File: config.mk
export PLATFORM = sky130hd
export DESIGN_NAME = seg7_scroll_display
export DESIGN_NICKNAME = d
export VERILOG_FILES = /design/src/rtl/seg7_pkg.sv /design/src/rtl/seg7_glyph_decoder.sv /design/src/rtl/seg7_scroll_display.sv
export SDC_FILE = /design/constraint.sdc
export NUM_CORES = 1
export LEC_CHECK = 0
export ABC_CLOCK_PERIOD_IN_PS = 3200
export CORE_ASPECT_RATIO = 0.7
export CORE_MARGIN = 10
export CORE_UTILIZATION = 54
export DETAILED_ROUTE_END_ITERATION = 8
export GPL_TIMING_DRIVEN = 0
export PLACE_DENSITY = 0.76
export SLEW_MARGIN = 20
export SYNTH_ARGS = -nofsm -noshare
export SYNTH_HDL_FRONTEND = slang
export SYNTH_HIERARCHICAL = 1
export SYNTH_SLANG_ARGS = --single-unit
export TNS_END_PERCENT = 20
File: constraint.sdc
create_clock -name clk -period 3.2 [get_ports clk]
set_input_delay 0.48 -clock clk [delete_from_list [all_inputs] [get_ports clk]]
set_output_delay 0.48 -clock clk [all_outputs]
set_load 0.005 [all_outputs]
File: src/rtl/seg7_pkg.sv
// seg7_pkg: shared glyph codes, segment-pattern type and the 180-degree flip remap
// used by the seven-segment display blocks.
package seg7_pkg;

   localparam int unsigned GLYPH_W = 5;
   localparam int unsigned SEG_W   = 7;

   localparam logic [GLYPH_W-1:0] GLYPH_P     = 5'd16;
   localparam logic [GLYPH_W-1:0] GLYPH_Y     = 5'd17;
   localparam logic [GLYPH_W-1:0] GLYPH_BLANK = 5'd18;
   localparam logic [GLYPH_W-1:0] GLYPH_MINUS = 5'd19;

   // Segment pattern {a,b,c,d,e,f,g}, a is the MSB
   typedef logic [SEG_W-1:0] seg_pattern_t;

   // Upside-down rendering: a<->d, b<->e, c<->f, g stays
   function automatic seg_pattern_t seg_flip(input seg_pattern_t s);
      return {s[3], s[2], s[1], s[6], s[5], s[4], s[0]};
   endfunction

endpackage

File: src/rtl/seg7_glyph_decoder.sv
// seg7_glyph_decoder: combinational glyph-code to abcdefg segment decoder with
// optional upside-down rendering.
// Ports:
//   i_glyph  - 5-bit glyph code (0-9, A b C d E F, P, Y, blank, minus; 20-31 blank)
//   i_flip   - 1 renders the glyph rotated by 180 degrees
//   o_seg_c  - segment pattern {a,b,c,d,e,f,g}, active-high, combinational
module seg7_glyph_decoder
   import seg7_pkg::*;
(
   input  logic [GLYPH_W-1:0] i_glyph,
   input  logic               i_flip,
   output seg_pattern_t       o_seg_c
);

   seg_pattern_t w_raw;

   // Glyph lookup; every unlisted code renders blank
   always_comb begin
      w_raw = 7'b0000000;
      case (i_glyph)
         5'd0:        w_raw = 7'b1111110;
         5'd1:        w_raw = 7'b0110000;
         5'd2:        w_raw = 7'b1101101;
         5'd3:        w_raw = 7'b1111001;
         5'd4:        w_raw = 7'b0110011;
         5'd5:        w_raw = 7'b1011011;
         5'd6:        w_raw = 7'b1011111;
         5'd7:        w_raw = 7'b1110000;
         5'd8:        w_raw = 7'b1111111;
         5'd9:        w_raw = 7'b1111011;
         5'd10:       w_raw = 7'b1110111;
         5'd11:       w_raw = 7'b0011111;
         5'd12:       w_raw = 7'b1001110;
         5'd13:       w_raw = 7'b0111101;
         5'd14:       w_raw = 7'b1001111;
         5'd15:       w_raw = 7'b1000111;
         GLYPH_P:     w_raw = 7'b1100111;
         GLYPH_Y:     w_raw = 7'b0111011;
         GLYPH_MINUS: w_raw = 7'b0000001;
         default:     w_raw = 7'b0000000;
      endcase
   end

   assign o_seg_c = i_flip ? seg_flip(w_raw) : w_raw;

endmodule

File: src/rtl/seg7_scroll_display.sv
// seg7_scroll_display: multiplexed N-digit seven-segment driver with a writable
// glyph message buffer, debounced scroll / flip buttons and 180-degree flip.
// Optional macro SEG7_AUTO_SCROLL_EN adds AUTO_PERIOD and auto_mode (timed scroll).
// Ports:
//   clk, reset   - clock, synchronous active-high reset
//   BTN[1:0]     - raw buttons: [0] scroll by one, [1] toggle flip
//   wr_en/wr_addr/wr_glyph - message buffer write port (out-of-range address ignored)
//   auto_mode    - (SEG7_AUTO_SCROLL_EN only) enables timed scrolling
//   seg          - registered segments {a..g}, inverted when ACTIVE_LOW
//   digit_en     - registered one-hot digit select, bit 0 leftmost, inverted when ACTIVE_LOW
//   offset, flip - current scroll position and flip state
module seg7_scroll_display
   import seg7_pkg::*;
#(
   parameter int unsigned N_DIGITS        = 4,
   parameter int unsigned MSG_LEN         = 8,
   parameter int unsigned SCAN_DIV        = 1024,
   parameter int unsigned DEBOUNCE_CYCLES = 65536,
   parameter bit          ACTIVE_LOW      = 1'b0,
`ifdef SEG7_AUTO_SCROLL_EN
   parameter int unsigned AUTO_PERIOD     = 2**24,
`endif
   localparam int unsigned AW = (MSG_LEN > 1) ? $clog2(MSG_LEN) : 1
)(
   input  logic                clk,
   input  logic                reset,
   input  logic [1:0]          BTN,
   input  logic                wr_en,
   input  logic [AW-1:0]       wr_addr,
   input  logic [GLYPH_W-1:0]  wr_glyph,
`ifdef SEG7_AUTO_SCROLL_EN
   input  logic                auto_mode,
`endif
   output logic [SEG_W-1:0]    seg,
   output logic [N_DIGITS-1:0] digit_en,
   output logic [AW-1:0]       offset,
   output logic                flip
);

   localparam int unsigned IW  = AW + 1;
   localparam int unsigned DW  = (N_DIGITS > 1) ? $clog2(N_DIGITS) : 1;
   localparam int unsigned SW  = $clog2(SCAN_DIV);
   localparam int unsigned DBW = (DEBOUNCE_CYCLES > 1) ? $clog2(DEBOUNCE_CYCLES) : 1;

   logic [GLYPH_W-1:0]  r_buf [MSG_LEN];
   logic [AW-1:0]       r_offset;
   logic                r_flip;
   logic [SW-1:0]       r_scan;
   logic [DW-1:0]       r_digit;
   seg_pattern_t        r_seg;
   logic [N_DIGITS-1:0] r_digit_en;

   logic [1:0]          w_press;
   logic                w_scroll;
   logic [IW-1:0]       w_sum;
   logic [AW-1:0]       w_rd_idx;
   seg_pattern_t        w_seg;
   logic [N_DIGITS-1:0] w_digit_en;

   // Per-button synchroniser, debounce and rising-edge press detector
   for (genvar b = 0; b < 2; b++) begin : g_btn
      logic           r_s1;
      logic           r_s2;
      logic           r_db;
      logic           r_db_d;
      logic [DBW-1:0] r_cnt;

      always_ff @(posedge clk) begin
         if (reset) begin
            r_s1   <= 1'b0;
            r_s2   <= 1'b0;
            r_db   <= 1'b0;
            r_db_d <= 1'b0;
            r_cnt  <= '0;
         end else begin
            r_s1   <= BTN[b];
            r_s2   <= r_s1;
            r_db_d <= r_db;
            // Count only while the synced level disagrees; any bounce back restarts
            if (r_s2 == r_db) begin
               r_cnt <= '0;
            end else if (r_cnt == DBW'(DEBOUNCE_CYCLES - 1)) begin
               r_db  <= r_s2;
               r_cnt <= '0;
            end else begin
               r_cnt <= r_cnt + DBW'(1);
            end
         end
      end

      assign w_press[b] = r_db & ~r_db_d;
   end

`ifdef SEG7_AUTO_SCROLL_EN
   localparam int unsigned PW = (AUTO_PERIOD > 1) ? $clog2(AUTO_PERIOD) : 1;

   logic [PW-1:0] r_auto_cnt;
   logic          w_auto_tick;

   assign w_auto_tick = auto_mode && (r_auto_cnt == PW'(AUTO_PERIOD - 1));

   // Auto-scroll period counter; a manual scroll restarts the period
   always_ff @(posedge clk) begin
      if (reset || !auto_mode || w_press[0] || w_auto_tick) begin
         r_auto_cnt <= '0;
      end else begin
         r_auto_cnt <= r_auto_cnt + PW'(1);
      end
   end

   // OR-merge so a coincident press and tick advance once
   assign w_scroll = w_press[0] | w_auto_tick;
`else
   assign w_scroll = w_press[0];
`endif

   // Scroll position and flip state
   always_ff @(posedge clk) begin
      if (reset) begin
         r_offset <= '0;
         r_flip   <= 1'b0;
      end else begin
         if (w_scroll) begin
            r_offset <= (r_offset == AW'(MSG_LEN - 1)) ? '0 : r_offset + AW'(1);
         end
         if (w_press[1]) begin
            r_flip <= ~r_flip;
         end
      end
   end

   // Message buffer write port
   always_ff @(posedge clk) begin
      if (reset) begin
         for (int i = 0; i < int'(MSG_LEN); i++) begin
            r_buf[i] <= GLYPH_BLANK;
         end
      end else if (wr_en && (IW'(wr_addr) < IW'(MSG_LEN))) begin
         r_buf[wr_addr] <= wr_glyph;
      end
   end

   // Scan divider and active digit index
   always_ff @(posedge clk) begin
      if (reset) begin
         r_scan  <= '0;
         r_digit <= '0;
      end else if (r_scan == SW'(SCAN_DIV - 1)) begin
         r_scan  <= '0;
         r_digit <= (r_digit == DW'(N_DIGITS - 1)) ? '0 : r_digit + DW'(1);
      end else begin
         r_scan <= r_scan + SW'(1);
      end
   end

   // Buffer index (offset + digit) mod MSG_LEN; both terms are below MSG_LEN
   always_comb begin
      w_sum    = IW'(r_offset) + IW'(r_digit);
      w_rd_idx = AW'(w_sum);
      if (w_sum >= IW'(MSG_LEN)) begin
         w_rd_idx = AW'(w_sum - IW'(MSG_LEN));
      end
   end

   seg7_glyph_decoder u_decoder (
      .i_glyph (r_buf[w_rd_idx]),
      .i_flip  (r_flip),
      .o_seg_c (w_seg)
   );

   assign w_digit_en = N_DIGITS'(1) << r_digit;

   // Output register: one cycle behind the scan/buffer/flip state
   always_ff @(posedge clk) begin
      if (reset) begin
         r_seg      <= '0;
         r_digit_en <= '0;
      end else begin
         r_seg      <= w_seg;
         r_digit_en <= w_digit_en;
      end
   end

   assign seg      = ACTIVE_LOW ? ~r_seg      : r_seg;
   assign digit_en = ACTIVE_LOW ? ~r_digit_en : r_digit_en;
   assign offset   = r_offset;
   assign flip     = r_flip;

endmodule

==> results.tsv, run 1 <==
stage	metric	value	unit
min_path	hold_path.class	flip-flop to flip-flop	
sta	tns	0	ps
worst_setup_path	worst_r2r_endpoint	seg[4]$_SDFF_PP0_	
placement	port_buffers	26	
sta	min_period_over_period	98.8	%
final_layout	final_cell_mix	dfxtp_1, nor2_1, edfxtp_1	
worst_setup_path	r2r_start	offset[0]$_SDFFE_PP0P_	
synthesis	synthCells	462	
global_routing	grt_start_max_net_pins	19	
synthesis	synth_area	4960	um2
die	die_h	100	um
final_layout	mostFrequentLayoutCell	dfxtp_1	
synthesis	synthFlopType	dfxtp_1	
final_layout	area_growth	18.8	%
worst_setup_path	arrival	3440	ps
sta	relSlewSlack	41.4	%
power	power	2800	uW
route	via_per_inst	5.49	
placement	preCtsSetupSlack	-276	ps
clock_network	htree_levels	3	
route	drt_first_pass_iters	4	
worst_setup_path	cpPeakStageDelay	630	ps
power	cellLeakagePower	0.00201	uW
clock_network	clkTransAtPathRegs	70	ps
synthesis	avgSynthCellArea	10.7	um2
clock_network	cts_tree	done	
worst_setup_path	setup.worst_path.start	offset[0]$_SDFFE_PP0P_	
placement	routabilityCongestion	0.858	
die	initial_core_util	55.1	%
die	coreArea	9000	um2
synthesis	async_reset_ff_share	0	%
worst_setup_path	rrSetupSlack	40	ps
synthesis	synthesis.nets	490	
global_routing	grt_overflow	0	
worst_setup_path	crit_path_end	seg[4]$_SDFF_PP0_	
sta	final_max_slew_viol_count	0	
clock_network	tritoncts.num_buffers	9	
worst_setup_path	critical_path.startpoint_type	flip-flop	
final_layout	finalNonFillerCells	636	
worst_setup_path	crit_slowest_cell	fa_2	
route	routedWlPerCell	16.5	um
global_routing	grt_pass1_wl	17300	um
synthesis	ys_seq_area_share	51.3	%
die	io_pins	28	
sta	worst_pin_slew	871	ps
clock_network	clk_path_buf_depth	2	
sta	hold_viol	0	
sta	fin_ws	38.4	ps
route	drtAntennaViolNets	0	
synthesis	synth_seq_cells	107	
global_routing	grt.total_usage	15.9	%
die	num_rows	29	
worst_setup_path	critPathKind	flip-flop to flip-flop	
synthesis	synthDistinctLibCells	51	
synthesis	ys_warn_count	6	
final_layout	drive_gt1_share	16.0	%
synthesis	synth_edf_count	40	
sta	min_period	3160	ps
run	maxCapViolCount	0	
route	wirelength	10500	um
power	p_per_area	475	nW/um2
worst_setup_path	cp_max_fo	5	
worst_setup_path	ff2ff_path_depth	12	
placement	placed_cells	612	
route	post-route-drc-count	0	
sta	fmax	316	MHz
clock_network	clk_latency	350	ps
sta	setup_viol	0	
global_routing	grt_pass1_vias	3490	
worst_setup_path	cp-end-kind	flip-flop	
die	die_area	13500	um2
route	drt_iter0_drc	325	
final_layout	antenna_cells	0	
sta	clock_skew	8.56	ps
worst_setup_path	crit_chain	ha_4 -> inv_2 -> fa_2 -> buf_8 -> mux4_2 -> mux2_4 -> ha_4 -> mux2_4 -> a211oi_4 -> a31oi_2 -> mux2i_1 -> nor2b_2	
final_layout	final_nets	535	
clock_network	clock_sinks	107	
placement	place_hpwl	7390	um
outcome	status	finished clean	
clock_network	cts-root-buf	clkbuf_16	
global_routing	antenna_found_initial	0	
worst_setup_path	worstPathRequired	3480	ps
route	vias	3494	
power	ir_drop	0.377	mV
die	die_x	135	um
clock_network	hold_buffers	0	
[flip-flops by register name (all words and copies together) (netlist names)]
signal / cells
digit_en: 4
flip: 1
g_btn.r_cnt: 32
g_btn.r_db: 2
g_btn.r_db_d: 2
g_btn.r_s1: 2
g_btn.r_s2: 2
offset: 3
r_buf: 40
r_digit: 2
r_scan: 10
seg: 7
[cells by family after synthesis]
logic type               count (synthesis)  synth area share (%)
flip-flops                             107                  51.3
AND/OR/NAND/NOR                        211                  22.8
buffers and inverters                   31                  2.83
AO/OA/AOI/OAI                           35                  4.54
multiplexers                            27                  8.23
XOR/XNOR                                36                  6.36
adder cells (fa/ha/maj)                 15                  3.94
[through the flow]
stage                     area (um2)  utilization, %  hold WS, ps
after global routing            5890            65.4          466
after floorplan                 4960               -          414
final                           5890            65.4          438
after global placement          5370            59.7          418
after CTS                       5700            63.3          437
after detailed placement        5370            59.7          420
[how the worst min path moves through the flow]
stage / from / end / slack, ps / depth (start not counted)
final: g_btn[0].r_s1$_SDFF_PP0_ / g_btn[0].r_s2$_SDFF_PP0_ / 440 / 1
after global routing: g_btn[0].r_s1$_SDFF_PP0_ / g_btn[0].r_s2$_SDFF_PP0_ / 470 / 1
after CTS: g_btn[0].r_s1$_SDFF_PP0_ / g_btn[0].r_s2$_SDFF_PP0_ / 440 / 1
after detailed placement: g_btn[0].r_s1$_SDFF_PP0_ / g_btn[0].r_s2$_SDFF_PP0_ / 420 / 1
after global placement: g_btn[1].r_s1$_SDFF_PP0_ / g_btn[1].r_s2$_SDFF_PP0_ / 420 / 1
after floorplan: g_btn[0].r_s1$_SDFF_PP0_ / g_btn[0].r_s2$_SDFF_PP0_ / 410 / 1
[synthesized netlist by cell type, types with 7 or more instances]
master,n,share of area (%)
dfxtp_1,67,27
nor2_1,60,4.5
mux4_2,10,4.5
xnor2_1,17,3.0
clkbuf_1,8,0.61
nand4_1,11,1.4
or2_2,9,1.1
nor3_1,11,1.1
and2_1,25,3.2
nand2b_1,15,1.9
xor2_1,19,3.4
o21ai_0,8,0.81
mux2i_1,10,2.0
edfxtp_1,40,24
a21oi_1,9,0.91
nor4_1,7,0.88
nand2_1,18,1.4
ha_1,14,3.5
nor2b_1,15,1.9
nand3_1,16,1.6
inv_1,14,1.1
[repair_timing]
action / in CTS / in global routing
gates cloned: 0 / 1
pin swaps: 1 / 9
endpoints found under the hold margin: 0 / 0
endpoints found under the setup margin: 6 / 6
setup buffers: 0 / 7
gates resized for setup: 9 / 26
[worst max-delay path: cells and delay by family (launching register included)]
| kind | cells | cell delay (ps) |
|---|---|---|
| buffers and inverters | 2 | 170 |
| flip-flops | 1 | 380 |
| adder cells (fa/ha/maj) | 3 | 960 |
| AND/OR/NAND/NOR | 1 | 140 |
| multiplexers | 4 | 1090 |
| AO/OA/AOI/OAI | 2 | 350 |
[final cells by class]
class	count	area, um2
Inverter	14	60.1
Timing Repair Buffer	34	338
Buffer	17	98.8
Multi-Input combinational cell	324	2380
Clock buffer	10	229
Sequential cell	107	2550
Fill cell	725	3110
Clock inverter	6	71.3
Tap cell	124	155
[metal layers]
| metal | vias to the layer above | global-route usage [%] | share of wire, % |
|---|---|---|---|
| li1 | 1708 | - | - |
| met1 | 1673 | 21.1 | 46 |
| met2 | 92 | 24.8 | 45 |
| met3 | 21 | 4.74 | 6.6 |
| met4 | 0 | 4.59 | 1.9 |
| met5 | - | 0 | 0 |
[where the power goes]
part / leakage [uW] / internal, uW / switching [uW]
clock: 0.000140 / 614 / 497
combinational: 0.000935 / 99.0 / 110
sequential: 0.000935 / 1450 / 21.0
Power figures use the tool's default switching activity.
==> run 2: changes to the inputs <==
Settings changed: CORE_ASPECT_RATIO 0.7 to 0.5, SLEW_MARGIN 20 to 40.
==> run 2 against run 1 <==
Net effect:
- non-clock buffer count shrank 8
- register-to-register slack gained 60 ps
- flip-flop and latch count is the same
- clock power grew 4%
- clock skew shrank 1.4 ps
- worst setup slack gained 62 ps
- critical path type unchanged
==> results.tsv, run 2 (synthesis results as in run 1) <==
stage	metric	value	unit
outcome	status	finished clean	
route	post-route-drc-count	0	
route	drt_iter0_drc	164	
worst_setup_path	cp_max_fo	10	
run	maxCapViolCount	0	
min_path	hold_end	g_btn[0].r_s2$_SDFF_PP0_	
worst_setup_path	cpPeakStageDelay	510	ps
clock_network	clkTransAtPathRegs	70	ps
sta	min_period	3100	ps
route	wirelength	9200	um
power	seqPwrFrac	52.4	%
worst_setup_path	crit_chain	ha_1 -> inv_1 -> fa_1 -> buf_8 -> mux4_2 -> mux2_4 -> ha_2 -> mux2_2 -> a211oi_1 -> a31oi_1 -> mux2i_1 -> nor2b_1	
power	power.internal	2220	uW
worst_setup_path	critPathKind	flip-flop to flip-flop	
clock_network	cts_tree	done	
sta	relSlewSlack	51.0	%
worst_setup_path	critPathBufInv	2	
global_routing	antenna_found_initial	0	
power	clkPwrFrac	40.8	%
power	cellLeakagePower	0.00197	uW
clock_network	clk_latency	350	ps
min_path	hold_path.class	flip-flop to flip-flop	
sta	min_period_over_period	96.9	%
final_layout	area_growth	16.1	%
final_layout	final_cell_mix	dfxtp_1, nor2_1, edfxtp_1	
final_layout	final_nets	527	
worst_setup_path	worst_r2r_endpoint	seg[4]$_SDFF_PP0_	
sta	fin_ws	100	ps
power	ir_drop	0.316	mV
die	io_pins	28	
sta	final_max_slew_viol_count	0	
die	initial_core_util	56.2	%
die	die_x	156	um
die	die_h	87.8	um
final_layout	largest-register	r_buf	
worst_setup_path	crit_slowest_cell	fa_1	
worst_setup_path	r2r_start	r_digit[0]$_SDFFE_PP0N_	
clock_network	clk_path_buf_depth	2	
global_routing	grt_pass1_vias	3320	
die	die_area	13600	um2
clock_network	tritoncts.num_buffers	9	
route	drtAntennaViolNets	0	
global_routing	grt.total_usage	14.2	%
power	p_per_area	487	nW/um2
final_layout	drive_gt1_share	12.7	%
die	coreArea	8830	um2
sta	setup_viol	0	
route	drt_first_pass_iters	4	
placement	place_hpwl	6550	um
final_layout	largest_register_ffs	40	
sta	worst_pin_slew	729	ps
worst_setup_path	cp.depth	12	
sta	clock_skew	7.21	ps
worst_setup_path	ff2ff_path_depth	12	
die	num_rows	24	
sta	fmax	323	MHz
final_layout	fillCellCount	684	
power	p_sw	583	uW
worst_setup_path	crit_family	multiplexers	
min_path	min_from	g_btn[0].r_s1$_SDFF_PP0_	
worst_setup_path	cp-end-kind	flip-flop	
clock_network	htree_levels	3	
clock_network	clock_sinks	107	
sta	hold_viol	0	
worst_setup_path	rrSetupSlack	100	ps
global_routing	grt_overflow	0	
route	via_per_inst	5.43	
worst_setup_path	arrival	3390	ps
final_layout	antenna_cells	0	
worst_setup_path	worstPathRequired	3490	ps
global_routing	grt_start_max_net_pins	18	
placement	routabilityCongestion	0.870	
final_layout	reg_top3	r_buf (40), g_btn.r_cnt (32), r_scan (10)	
power	switching_share	20.8	%
global_routing	grt_pass1_wl	15500	um
final_layout	mostFrequentLayoutCell	dfxtp_1	
final_layout	design_area	5760	um2
placement	port_buffers	26	
placement	dpl-instance-area	5370	um2
placement	preCtsSetupSlack	-345	ps
clock_network	hold_buffers	0	
worst_setup_path	critical_path.startpoint_type	flip-flop	
route	vias	3369	
clock_network	cts-root-buf	clkbuf_16	
route	routedWlPerCell	14.8	um
power	combPwrFrac	6.8	%
min_path	hold_depth	1	
run 2: cell types whose count changed in the layout (fill, tap and decap cells not counted), sizes merged:
cell	before	now
buf	17	9
clkbuf	18	21
clkinvlp	2	0
inv	16	15
run 2: cell type report:
type / instances / area [um2] / area share (%)
clock inverter: 3 / 43.8 / 0.761
clock buffer: 13 / 272 / 4.72
buffer: 17 / 101 / 1.76
multi-input combinational: 324 / 2330 / 40.5
sequential: 107 / 2550 / 44.3
timing repair buffer: 26 / 260 / 4.52
tap: 117 / 146 / 2.54
inverter: 14 / 55.1 / 0.957
run 2: worst reg2reg max path: cells and delay by family (launching register included):
family | cells | cell delay [ps]
multiplexers | 4 | 1100
adder cells (fa/ha/maj) | 3 | 880
flip-flops | 1 | 380
AO/OA/AOI/OAI | 2 | 360
buffers and inverters | 2 | 200
AND/OR/NAND/NOR | 1 | 130
run 2: per-stage QoR:
step	hold WS [ps]	setup TNS (ps)	utilization [%]	total power [uW]	cells
after floorplan	414	0	-	1610	462
after global placement	425	-1440	60.8	1680	605
after detailed placement	426	-1470	60.8	1680	605
after CTS	442	0	64.8	2830	621
after global routing	469	-4.96	65.2	2920	621
final	437	0	65.2	2810	621
run 2: power groups by stage:
stage | sequential [uW] | clock [uW] | combinational [uW]
4_1_cts | 1470 | 1180 | 186
6_report | 1470 | 1150 | 190
5_1_grt | 1470 | 1230 | 210
2_1_floorplan | 1500 | 0 | 114
3_5_place_dp | 1500 | 0 | 181
3_3_place_gp | 1500 | 0 | 179
run 2: worst max path at each step:
stage                             end  slack, ps                     from
detailed placement  seg[3]$_SDFF_PP0_       -350  r_digit[0]$_SDFFE_PP0N_
global route        seg[6]$_SDFF_PP0_         -3  r_digit[0]$_SDFFE_PP0N_
global placement    seg[3]$_SDFF_PP0_       -350  r_digit[0]$_SDFFE_PP0N_
CTS                 seg[3]$_SDFF_PP0_         30  r_digit[0]$_SDFFE_PP0N_
finish              seg[4]$_SDFF_PP0_        100  r_digit[0]$_SDFFE_PP0N_
floorplan           seg[3]$_SDFF_PP0_        120  r_digit[0]$_SDFFE_PP0N_
run 2: timing repair:
item | 4_1_cts | 5_1_grt
hold endpoints to repair | 0 | 0
gates resized for setup | 10 | 8
pin swaps | 0 | 1
buffers inserted | 0 | 0
setup endpoints to repair | 6 | 6
run 2: per-layer routing:
layer / part of all wire, % / GRT usage (%) / up-vias
li1: - / - / 1697
met1: 46 / 16.8 / 1585
met2: 47 / 23.7 / 67
met3: 4.6 / 4.40 / 20
met4: 2.5 / 6.08 / 0
met5: 0 / 0 / -
==> run 3: changes to the inputs <==
Settings changed: CORE_ASPECT_RATIO 0.5 to 0.7, CTS_CLUSTER_SIZE from default to 8.
==> run 3 against run 2 <==
Net effect:
- power shrank 0.20%
- clock skew increased by 0.94 ps
- global-route usage up 1.8 points
- first-iteration DRC count grew 100%
- highest routed layer unchanged
- largest cell class unchanged
==> results.tsv, run 3 (synthesis results as in run 1) <==
stage	metric	value	unit
sta	hold_viol	0	
route	drt_first_pass_iters	4	
sta	clock_skew	8.15	ps
worst_setup_path	critPathBufInv	2	
worst_setup_path	ff2ff_path_depth	12	
clock_network	clk_latency	350	ps
final_layout	drive_gt1_share	16.4	%
placement	dpl-instance-area	5370	um2
route	post-route-drc-count	0	
clock_network	htree_levels	3	
worst_setup_path	crit_slowest_cell	fa_2	
power	combPwrFrac	7.5	%
power	power.internal	2170	uW
clock_network	clk_path_buf_depth	2	
die	num_rows	29	
run	maxCapViolCount	0	
worst_setup_path	worstPathRequired	3480	ps
power	p_per_area	475	nW/um2
die	io_pins	28	
worst_setup_path	rrSetupSlack	40	ps
final_layout	final_nets	535	
placement	port_buffers	26	
power	clkPwrFrac	39.8	%
global_routing	grt_pass1_wl	17300	um
final_layout	mostFrequentLayoutCell	dfxtp_1	
min_path	min_from	g_btn[0].r_s1$_SDFF_PP0_	
final_layout	design_area	5900	um2
route	vias	3523	
clock_network	clock_sinks	107	
worst_setup_path	worst_r2r_endpoint	seg[4]$_SDFF_PP0_	
die	initial_core_util	55.1	%
route	drtAntennaViolNets	0	
final_layout	final_cell_mix	dfxtp_1, nor2_1, edfxtp_1	
placement	place_hpwl	7390	um
worst_setup_path	crit_family	multiplexers	
min_path	hold_path.class	flip-flop to flip-flop	
power	p_sw	632	uW
final_layout	largest_register_ffs	40	
global_routing	grt.total_usage	15.9	%
outcome	status	finished clean	
placement	placed_cells	612	
worst_setup_path	critPathKind	flip-flop to flip-flop	
worst_setup_path	r2r_start	offset[0]$_SDFFE_PP0P_	
worst_setup_path	critical_path.startpoint_type	flip-flop	
placement	routabilityCongestion	0.858	
sta	setup_viol	0	
clock_network	cts_tree	done	
min_path	hold_end	g_btn[0].r_s2$_SDFF_PP0_	
power	switching_share	22.6	%
clock_network	cts-root-buf	clkbuf_16	
worst_setup_path	crit_chain	ha_4 -> inv_2 -> fa_2 -> buf_8 -> mux4_2 -> mux2_4 -> ha_4 -> mux2_4 -> a211oi_4 -> a31oi_2 -> mux2i_1 -> nor2b_2	
power	ir_drop	0.377	mV
sta	worst_pin_slew	680	ps
final_layout	fillCellCount	722	
power	seqPwrFrac	52.7	%
die	die_h	100	um
route	via_per_inst	5.54	
power	cellLeakagePower	0.00201	uW
final_layout	largest-register	r_buf	
final_layout	area_growth	19.0	%
route	drt_iter0_drc	333	
sta	final_max_slew_viol_count	0	
final_layout	reg_top3	r_buf (40), g_btn.r_cnt (32), r_scan (10)	
global_routing	antenna_found_initial	0	
clock_network	tritoncts.num_buffers	9	
die	coreArea	9000	um2
route	routedWlPerCell	16.5	um
final_layout	finalNonFillerCells	636	
global_routing	grt_start_max_net_pins	19	
clock_network	hold_buffers	0	
worst_setup_path	cp_max_fo	5	
route	wirelength	10500	um
sta	min_period	3160	ps
global_routing	grt_overflow	0	
worst_setup_path	arrival	3440	ps
worst_setup_path	cpPeakStageDelay	620	ps
power	power	2800	uW
final_layout	antenna_cells	0	
worst_setup_path	cp-end-kind	flip-flop	
global_routing	grt_pass1_vias	3490	
sta	relSlewSlack	54.3	%
sta	tns	0	ps
min_path	hold_depth	1	
sta	min_period_over_period	98.7	%
die	die_x	135	um
clock_network	clkTransAtPathRegs	70	ps
worst_setup_path	setup.worst_path.start	offset[0]$_SDFFE_PP0P_	
die	die_area	13500	um2
sta	fmax	317	MHz
## run 3: cell count changes in the layout (fill, tap and decap cells not counted), sizes merged
cell,change
clkinvlp,+2
buf,+8
clkbuf,-3
inv,+1
## run 3: metal layers
layer | up-vias | wire length (um) | global-route usage, %
met5 | - | 0 | 0
met4 | 0 | 176 | 4.59
met3 | 18 | 660 | 4.74
met2 | 96 | 4850 | 24.8
met1 | 1704 | 4840 | 21.1
li1 | 1705 | - | -
## run 3: final cells by class
class	count	area [um2]	area share (%)
buffer	17	98.8	1.68
clock buffer	10	229	3.88
timing repair buffer	34	338	5.73
clock inverter	6	71.3	1.21
sequential	107	2550	43.2
inverter	14	60.1	1.02
multi-input combinational	324	2400	40.6
tap	124	155	2.63
## run 3: power by group through the flow
stage	logic [uW]	clock network (uW)	registers [uW]
2_1_floorplan	114	0	1500
3_3_place_gp	176	0	1510
3_5_place_dp	181	0	1510
4_1_cts	185	1130	1480
5_1_grt	229	1190	1480
6_report	211	1110	1480
## run 3: stage by stage
step	setup slack, ps	util (%)	hold WS (ps)
3_5_place_dp	-276	59.7	420
5_1_grt	-71.6	65.6	466
2_1_floorplan	116	-	414
4_1_cts	3.96	63.3	437
3_3_place_gp	-233	59.7	418
6_report	40.9	65.6	438
## run 3: repair_timing
action                     in CTS  in global routing
gates resized for setup         9                 26
setup endpoints to repair       6                  6
pin swaps                       1                  9
buffers inserted                0                  7
gates cloned                    0                  1
## run 3: how the worst max path moves through the flow
stage	endpoint	slack, ps	cells past startpoint
after detailed placement	seg[3]$_SDFF_PP0_	-280	13
after global placement	seg[3]$_SDFF_PP0_	-230	13
after floorplan	seg[3]$_SDFF_PP0_	120	13
after CTS	seg[4]$_SDFF_PP0_	4	12
final	seg[4]$_SDFF_PP0_	40	12
after global routing	seg[4]$_SDFF_PP0_	-70	12
## run 3: worst reg2reg max path, delay by kind of cell (launching register included)
kind            cells  cell delay (ps)
mux                 4             1090
fa+ha+maj           3              950
flops               1              380
compound gates      2              350
buf+inv             2              170
simple gates        1              140
